**src/rtl/sha256_msg_padder.sv**
```systemverilog
// SHA-256 message padder: packs a 32-bit word stream into 512-bit blocks, appends FIPS 180-4
// padding and chains blocks through the compressor. Optional abort input: SHA256_PAD_ABORT_EN.
module sha256_msg_padder #(
    parameter int unsigned  LEN_W = 64,
    parameter logic [255:0] IV    =
        256'h6a09e667bb67ae853c6ef372a54ff53a510e527f9b05688c1f83d9ab5be0cd19
) (
    input  logic         clk,
    input  logic         rst,
    input  logic         in_valid,
    output logic         in_ready,
    input  logic [31:0]  in_data,
    input  logic [2:0]   in_bytes,
    input  logic         in_last,
    output logic [511:0] msg_block,
    output logic [255:0] initial_hash,
    output logic         blk_start,
    input  logic         blk_ready,
    input  logic         blk_done,
    input  logic [255:0] hash_in,
    output logic [255:0] digest,
    output logic         digest_valid,
    output logic         busy
`ifdef SHA256_PAD_ABORT_EN
    ,
    input  logic         abort
`endif
);

    typedef enum logic [2:0] {StIdle, StFill, StPad, StIssue, StWait} state_t;

    state_t             state_q;
    logic [31:0]        words_q [16];
    logic [4:0]         widx_q;
    logic [LEN_W-1:0]   bit_cnt_q;
    logic [255:0]       chain_q;
    logic               last_blk_q;
    logic               extra_q;
    logic               pend_q;
    logic               drop_q;

    logic               abort_req;
    logic               accept;
    logic [2:0]         eff_bytes;
    logic [4:0]         idx;
    logic [3:0]         idx4;
    logic [31:0]        last_word;
    logic [LEN_W-1:0]   add_bits;

`ifdef SHA256_PAD_ABORT_EN
    assign abort_req = abort;
`else
    assign abort_req = 1'b0;
`endif

    assign in_ready     = (state_q == StIdle) || (state_q == StFill);
    assign busy         = (state_q != StIdle);
    assign initial_hash = chain_q;
    assign accept       = in_valid && in_ready;
    assign eff_bytes    = (in_bytes > 3'd4) ? 3'd4 : in_bytes;
    assign idx          = (state_q == StIdle) ? 5'd0 : widx_q;
    assign idx4         = idx[3:0];
    assign add_bits     = LEN_W'({eff_bytes, 3'b000});

    // Final partial word: keep the valid leading bytes, then the 0x80 marker, then zeros.
    always_comb begin
        last_word = in_data;
        unique case (eff_bytes)
            3'd1:    last_word = {in_data[31:24], 24'h800000};
            3'd2:    last_word = {in_data[31:16], 16'h8000};
            3'd3:    last_word = {in_data[31:8], 8'h80};
            default: last_word = in_data;
        endcase
    end

    always_comb begin
        msg_block = '0;
        for (int i = 0; i < 16; i++) begin
            msg_block[511 - 32*i -: 32] = words_q[i];
        end
    end

    always_ff @(posedge clk) begin
        if (rst) begin
            state_q      <= StIdle;
            widx_q       <= '0;
            bit_cnt_q    <= '0;
            chain_q      <= IV;
            last_blk_q   <= 1'b0;
            extra_q      <= 1'b0;
            pend_q       <= 1'b0;
            drop_q       <= 1'b0;
            blk_start    <= 1'b0;
            digest_valid <= 1'b0;
            digest       <= '0;
            for (int i = 0; i < 16; i++) begin
                words_q[i] <= '0;
            end
        end else begin
            blk_start    <= 1'b0;
            digest_valid <= 1'b0;
            if (abort_req && (state_q == StFill || state_q == StPad || state_q == StIssue)) begin
                state_q    <= StIdle;
                widx_q     <= '0;
                chain_q    <= IV;
                last_blk_q <= 1'b0;
                extra_q    <= 1'b0;
                pend_q     <= 1'b0;
            end else begin
                unique case (state_q)
                    StIdle, StFill: begin
                        if (accept) begin
                            bit_cnt_q  <= ((state_q == StIdle) ? '0 : bit_cnt_q) + add_bits;
                            last_blk_q <= 1'b0;
                            extra_q    <= 1'b0;
                            drop_q     <= 1'b0;
                            if (!in_last) begin
                                words_q[idx4] <= in_data;
                                widx_q        <= idx + 5'd1;
                                state_q       <= (idx == 5'd15) ? StIssue : StFill;
                            end else if (eff_bytes == 3'd0) begin
                                words_q[idx4] <= 32'h8000_0000;
                                widx_q        <= idx + 5'd1;
                                state_q       <= StPad;
                            end else if (eff_bytes == 3'd4) begin
                                words_q[idx4] <= in_data;
                                // A full last word in slot 15 pushes the marker into the next block.
                                if (idx == 5'd15) begin
                                    pend_q <= 1'b1;
                                    widx_q <= 5'd16;
                                end else begin
                                    words_q[idx4 + 4'd1] <= 32'h8000_0000;
                                    widx_q               <= idx + 5'd2;
                                end
                                state_q <= StPad;
                            end else begin
                                words_q[idx4] <= last_word;
                                widx_q        <= idx + 5'd1;
                                state_q       <= StPad;
                            end
                        end
                    end
                    StPad: begin
                        if (widx_q < 5'd14) begin
                            words_q[widx_q[3:0]] <= '0;
                            widx_q               <= widx_q + 5'd1;
                        end else if (widx_q == 5'd14) begin
                            words_q[14] <= bit_cnt_q[63:32];
                            words_q[15] <= bit_cnt_q[31:0];
                            widx_q      <= 5'd16;
                            last_blk_q  <= 1'b1;
                            state_q     <= StIssue;
                        end else begin
                            // No room for the length: close this block, length goes in an extra one.
                            if (widx_q == 5'd15) begin
                                words_q[15] <= '0;
                            end
                            widx_q     <= 5'd16;
                            last_blk_q <= 1'b0;
                            extra_q    <= 1'b1;
                            state_q    <= StIssue;
                        end
                    end
                    StIssue: begin
                        if (blk_ready) begin
                            blk_start <= 1'b1;
                            state_q   <= StWait;
                        end
                    end
                    StWait: begin
                        if (abort_req) begin
                            drop_q <= 1'b1;
                        end
                        if (blk_done) begin
                            widx_q <= '0;
                            if (drop_q || abort_req) begin
                                drop_q     <= 1'b0;
                                chain_q    <= IV;
                                last_blk_q <= 1'b0;
                                extra_q    <= 1'b0;
                                pend_q     <= 1'b0;
                                state_q    <= StIdle;
                            end else if (last_blk_q) begin
                                digest       <= hash_in;
                                digest_valid <= 1'b1;
                                chain_q      <= IV;
                                last_blk_q   <= 1'b0;
                                state_q      <= StIdle;
                            end else if (extra_q) begin
                                chain_q <= hash_in;
                                extra_q <= 1'b0;
                                if (pend_q) begin
                                    words_q[0] <= 32'h8000_0000;
                                    widx_q     <= 5'd1;
                                    pend_q     <= 1'b0;
                                end
                                state_q <= StPad;
                            end else begin
                                chain_q <= hash_in;
                                state_q <= StFill;
                            end
                        end
                    end
                    default: state_q <= StIdle;
                endcase
            end
        end
    end

endmodule
```
**config.mk**
```make
export PLATFORM = sky130hd
export DESIGN_NAME = sha256_msg_padder
export DESIGN_NICKNAME = d
export VERILOG_FILES = /design/src/rtl/sha256_msg_padder.sv
export SDC_FILE = /design/constraint.sdc
export NUM_CORES = 2
export LEC_CHECK = 0
export CELL_PAD_IN_SITES_DETAIL_PLACEMENT = 1
export CELL_PAD_IN_SITES_GLOBAL_PLACEMENT = 1
export CORE_AREA = 2 2 523 525
export DETAILED_ROUTE_END_ITERATION = 8
export DIE_AREA = 0 0 525 527
export DONT_BUFFER_PORTS = 1
export PLACE_DENSITY = 0.36
export SYNTH_ARGS = -nofsm -noshare
export SYNTH_HDL_FRONTEND = slang
export SYNTH_SLANG_ARGS = --single-unit
```
**constraint.sdc**
```tcl
create_clock -name clk -period 4 [get_ports clk]
set_input_delay 1.2 -clock clk [delete_from_list [all_inputs] [get_ports clk]]
set_output_delay 1.2 -clock clk [all_outputs]
set_load 0.05 [all_outputs]
```
# Word-level counts from Yosys, hierarchy flattened
# Memories as Yosys holds them, arrays and structs flattened.
# Cells that the tools add are included.
# op_classes
add_sub_neg	5
n_reduce_logical	22
eq_ne	22
n_lt_le_gt_ge	2
mux	125
n_bitwise	11
# ops
operator	count
256-bit two-way mux	2
32-bit two-way mux	10
32-bit OR reduction	3
1-bit two-way mux	84
24-bit one-hot mux with 3 select lines	1
64-bit by 6-bit adder with 64-bit output	1
64-bit two-way mux	1
5-bit two-way mux	8
2-bit != test (second input constant)	9
5-bit by 4-bit == test with 1-bit output (second input constant)	3
3-bit two-way mux	5
5-bit one-hot mux with 3 select lines	1
3-bit by 2-bit == test with 1-bit output (second input constant)	4
4-bit two-way mux	3
3-bit one-hot mux with 4 select lines	1
4-bit AND reduction	3
5-bit by 1-bit adder with 5-bit output (second input constant)	2
2-bit two-way mux	5
9-bit AND reduction	1
1-bit bitwise OR	7
3-bit by 1-bit == test with 1-bit output (second input constant)	2
3-bit == test (second input constant)	2
3-bit zero test	2
3-bit != test (second input constant)	2
other kinds (16)	25
# totals
inputBits	297
mem_count	1
elab_cells	199
ram_bits	512
ff_bits	590
out_inout_bits	1028
# mem_list
memory	depth	width	read_ports	rd_ports_with_merged_regs	wr	line_no	text
words_q	16	32	16	0	16	33	logic [31:0] words_q [16];

# Logic depth before layout (Yosys ltp)
# logic_depth
word_depth	15
mapped_depth	17
ltp_nobuf	12

# Worst setup path after synthesis
# No wires, ideal clock.
# synth_timing
path_type	register -> register
from	register state_q[2]
to	register bit_cnt_q[59]
period_less_slack_ns	3.717
required_ns	3.930
setup_ns	0.070
arrival_ns	3.647
path_buffers	3
stages_incl_launch_ff	16
setup_slack_ns	0.283
cell_sequence	dfxtp_1 > buf_2 > nor3_2 > inv_2 > clkbuf_1 > clkbuf_1 > and2_1 > ha_1 > inv_1 > fa_1 > nor2b_1 > o211ai_2 > nor3_4 > nand2_1 > a2111o_1 > a21oi_1
# synth_between
elab_chain_cells	4
elab_cells_between_ends	8
classes_between	1 x add/sub; 1 x eq/ne; 1 x mux; 5 x reduce/logical
# synth_lines
item	line_no	text
from (decl)	32	state_t state_q;
from (signal assigned)	85	state_q <= StIdle;
from (signal assigned)	103	state_q <= StIdle;
from (signal assigned)	120	state_q <= (idx == 5'd15) ? StIssue : StFill;
branches (longest 4 deep; another with 64-bit by 6-bit adder with 64-bit output)	--	
to (signal assigned)	113	bit_cnt_q <= ((state_q == StIdle) ? '0 : bit_cnt_q) + add_bits;
to (decl)	35	logic [LEN_W-1:0] bit_cnt_q;
# Several ways; the timed one is not identified.
# A chain may end at the register's enable or synchronous reset.

==> results.tsv <==
metric	value	unit
Rel. slew slack	0.213	
post-route ant nets	0	
CTS clk-pin slew, worst paths	0.05	ns
Crit Path Max Fanout	27	
vias in the first global route	38900	
syn_nets	5629	
Iter 0 DRT Violations	2299	
cell area power density	507	nW/um2
Final Slew Violations	0	
Setup crit end kind	register	
number of gates resized after CTS	0	
Ys Warns	0	
Least-Margin Pin Slew	1.18	ns
crit path DAT	4.15	ns
H-tree depth	4	
Nets	5438	
RSZ-0062 raised after global routing	false	
cts bufs inserted	150	
CTS tree	done	
Layout fillers	31900	
Cell Chain, Critical Path	nor3_4 > inv_2 > nand2_1 > inv_1 > ha_1 > and2_1 > ha_1 > nor4_4 > and3_1 > nor4b_4 > buf_4 > nand2_1 > o21ai_0	
fraction of registers with async set/reset	0	
TritonRoute pass-1 iters	5	
Post-synth EDFFs	0	
vias per cell	4.42	
Total GRT Usage	0.185	
worst skew pair latency	0.81	ns
commonest register cell after synthesis	dfxtp_1	
root buf cell	clkbuf_16	
Yosys reg bits	1098	
clock buffer depth	4	
Lkg Pwr	16.7	nW
fraction of layout cells with a size suffix above 1	0.0957	
die footprint	277000	um2
commonest non-fill, non-tap cell in the layout	nand2_1	
syn_area_per_cell	7.94	um2
pre-CTS WS	0.225	ns
core area	272000	um2
first-pass GRT wire length	360000	um
die width	525	um
startpoint types	register	
WS Path Type	register to register	
Max VDD drop	0.000294	V
final setup TNS	0	ns
CP Data Required Time	4.63	ns
FMAX	284	MHz
WL/cell	30.3	um
die height	527	um
Ports	1325	
status	completed	
Initial Util	0.155	
most frequent cells in the layout	nand2_1 (1247), dfxtp_1 (1097), a21oi_1 (872)	
Post-Syn Area	42200	um2
Post-Syn Instances	5318	
Final Hold Fails	0	
Setup Buffers After CTS	0	
# clock sinks	1098	
vias	39000	
initial antenna violation count	28	
largest net degree at the start of global routing	463	
Worst path max stage delay	0.48	ns
post-detail-place hpwl	190000	um
num rows	192	
reg2reg path depth	13	
Hold Crit Depth	1	
wirelength, routed	267000	um
Port Buffers	0	
clock skew	0.0753	ns
# DRC	0	
total power	26.0	mW
final worst setup slack	0.482	ns
final setup fails	0	
Syn-to-layout area delta	21.5	%
min Tclk post-route	3.52	ns
Hold Path Class	input port to register	
post-synthesis sequential area ratio	0.520	
hold-fix buffers at CTS	0	
final RePlAce weighted congestion	0.856	
Distinct cells, synth	78	
Slowest cell on crit path	nor4_4	
grt ovf	0	
period utilisation layout	0.879	
max-cap violations	0	
[final timing paths]
check / startpoint / to / slack, ns
hold reg to reg: bit_cnt_q[10] / bit_cnt_q[10] / 0.56
setup reg to reg: state_q[2] / words_q[15][30] / 0.48
hold / removal: rst / last_blk_q / 0.50
setup / recovery: state_q[2] / words_q[15][30] / 0.48
[kinds of logic (layout without fill, tap and decap cells)]
kind of cell,Yosys count,in the layout,synth area share
and+or+nand+nor,2469,2469,0.263
adders and majority gates,14,14,0.00432
xor gates and xnor gates,50,50,0.0104
muxes,34,34,0.00903
other,0,9,0
buffers and inverters,535,443,0.0523
DFF,1098,1098,0.520
AOI/OAI and AO/OA,1118,1118,0.140
[per-stage QoR]
step | hold WS (ns) | cell area (um2) | util | std cells
after floorplan | 0.441 | 42200 | - | 5318
after global placement | 0.535 | 46500 | 0.171 | 8562
after detailed placement | 0.549 | 46500 | 0.171 | 8562
after CTS | 0.428 | 51200 | 0.189 | 8813
after global routing | 0.425 | 51300 | 0.189 | 8820
final | 0.501 | 51300 | 0.189 | 8824
[per-layer routing]
| layer | wire length (um) | GRT usage | vias up |
|---|---|---|---|
| met1 | 101000 | 0.203 | 19800 |
| met4 | 8360 | 0.0545 | 4 |
| li1 | - | - | 17600 |
| met3 | 28600 | 0.0856 | 298 |
| met2 | 129000 | 0.316 | 1355 |
| met5 | 30 | 0 | - |
[sequential cells by signal, summed over array words and instances (netlist names)]
register,flops
words_q,512
digest,256
initial_hash,256
bit_cnt_q,61
widx_q,5
state_q,3
blk_start,1
digest_valid,1
extra_q,1
last_blk_q,1
pend_q,1
[final cells by class]
type | instances | area (um2) | area share
diodes | 9 | 22.5 | 0.000439
clock buffers | 223 | 4360 | 0.0850
clock inverters | 28 | 330 | 0.00644
inverters | 19 | 78.8 | 0.00154
multi-input cells | 3685 | 18300 | 0.356
flip-flops and latches | 1098 | 22000 | 0.428
well taps | 3589 | 4490 | 0.0875
repair buffers | 173 | 1780 | 0.0346
[where the power goes]
| part | switching, mW | internal (mW) |
|---|---|---|
| logic | 0.985 | 0.246 |
| clock network | 5.58 | 7.73 |
| registers | 0.413 | 11.0 |
[synthesized netlist by cell type, types with 13 or more instances]
cell type  number  share of area
nor4_1         14         0.0021
inv_1          18         0.0016
dfxtp_1      1098           0.52
nand2_1      1250           0.11
mux2_2         33         0.0088
buf_1          22         0.0020
nand3_1       497          0.059
and3_1         51         0.0076
nand3b_1      122          0.022
nor2_1        266          0.024
ha_1           13         0.0039
clkbuf_1      342          0.030
and2_1         14         0.0021
nor3_1        168          0.020
a221oi_1       13         0.0027
o21ai_0       153          0.018
xnor2_1        20         0.0041
a311o_1        13         0.0031
buf_2         149          0.018
nand4_1        23         0.0034
a21oi_1       872           0.10
xor2_1         30         0.0062
[worst max-delay path, delay by kind of cell, from the launching register on]
| kind | cells | cell delay [ns] |
|---|---|---|
| buffers and inverters | 3 | 0.55 |
| DFF | 1 | 0.33 |
| adders and majority gates | 2 | 0.63 |
| and+or+nand+nor | 7 | 1.72 |
| AOI/OAI and AO/OA | 1 | 0.08 |
Power figures use the tool's default switching activity.
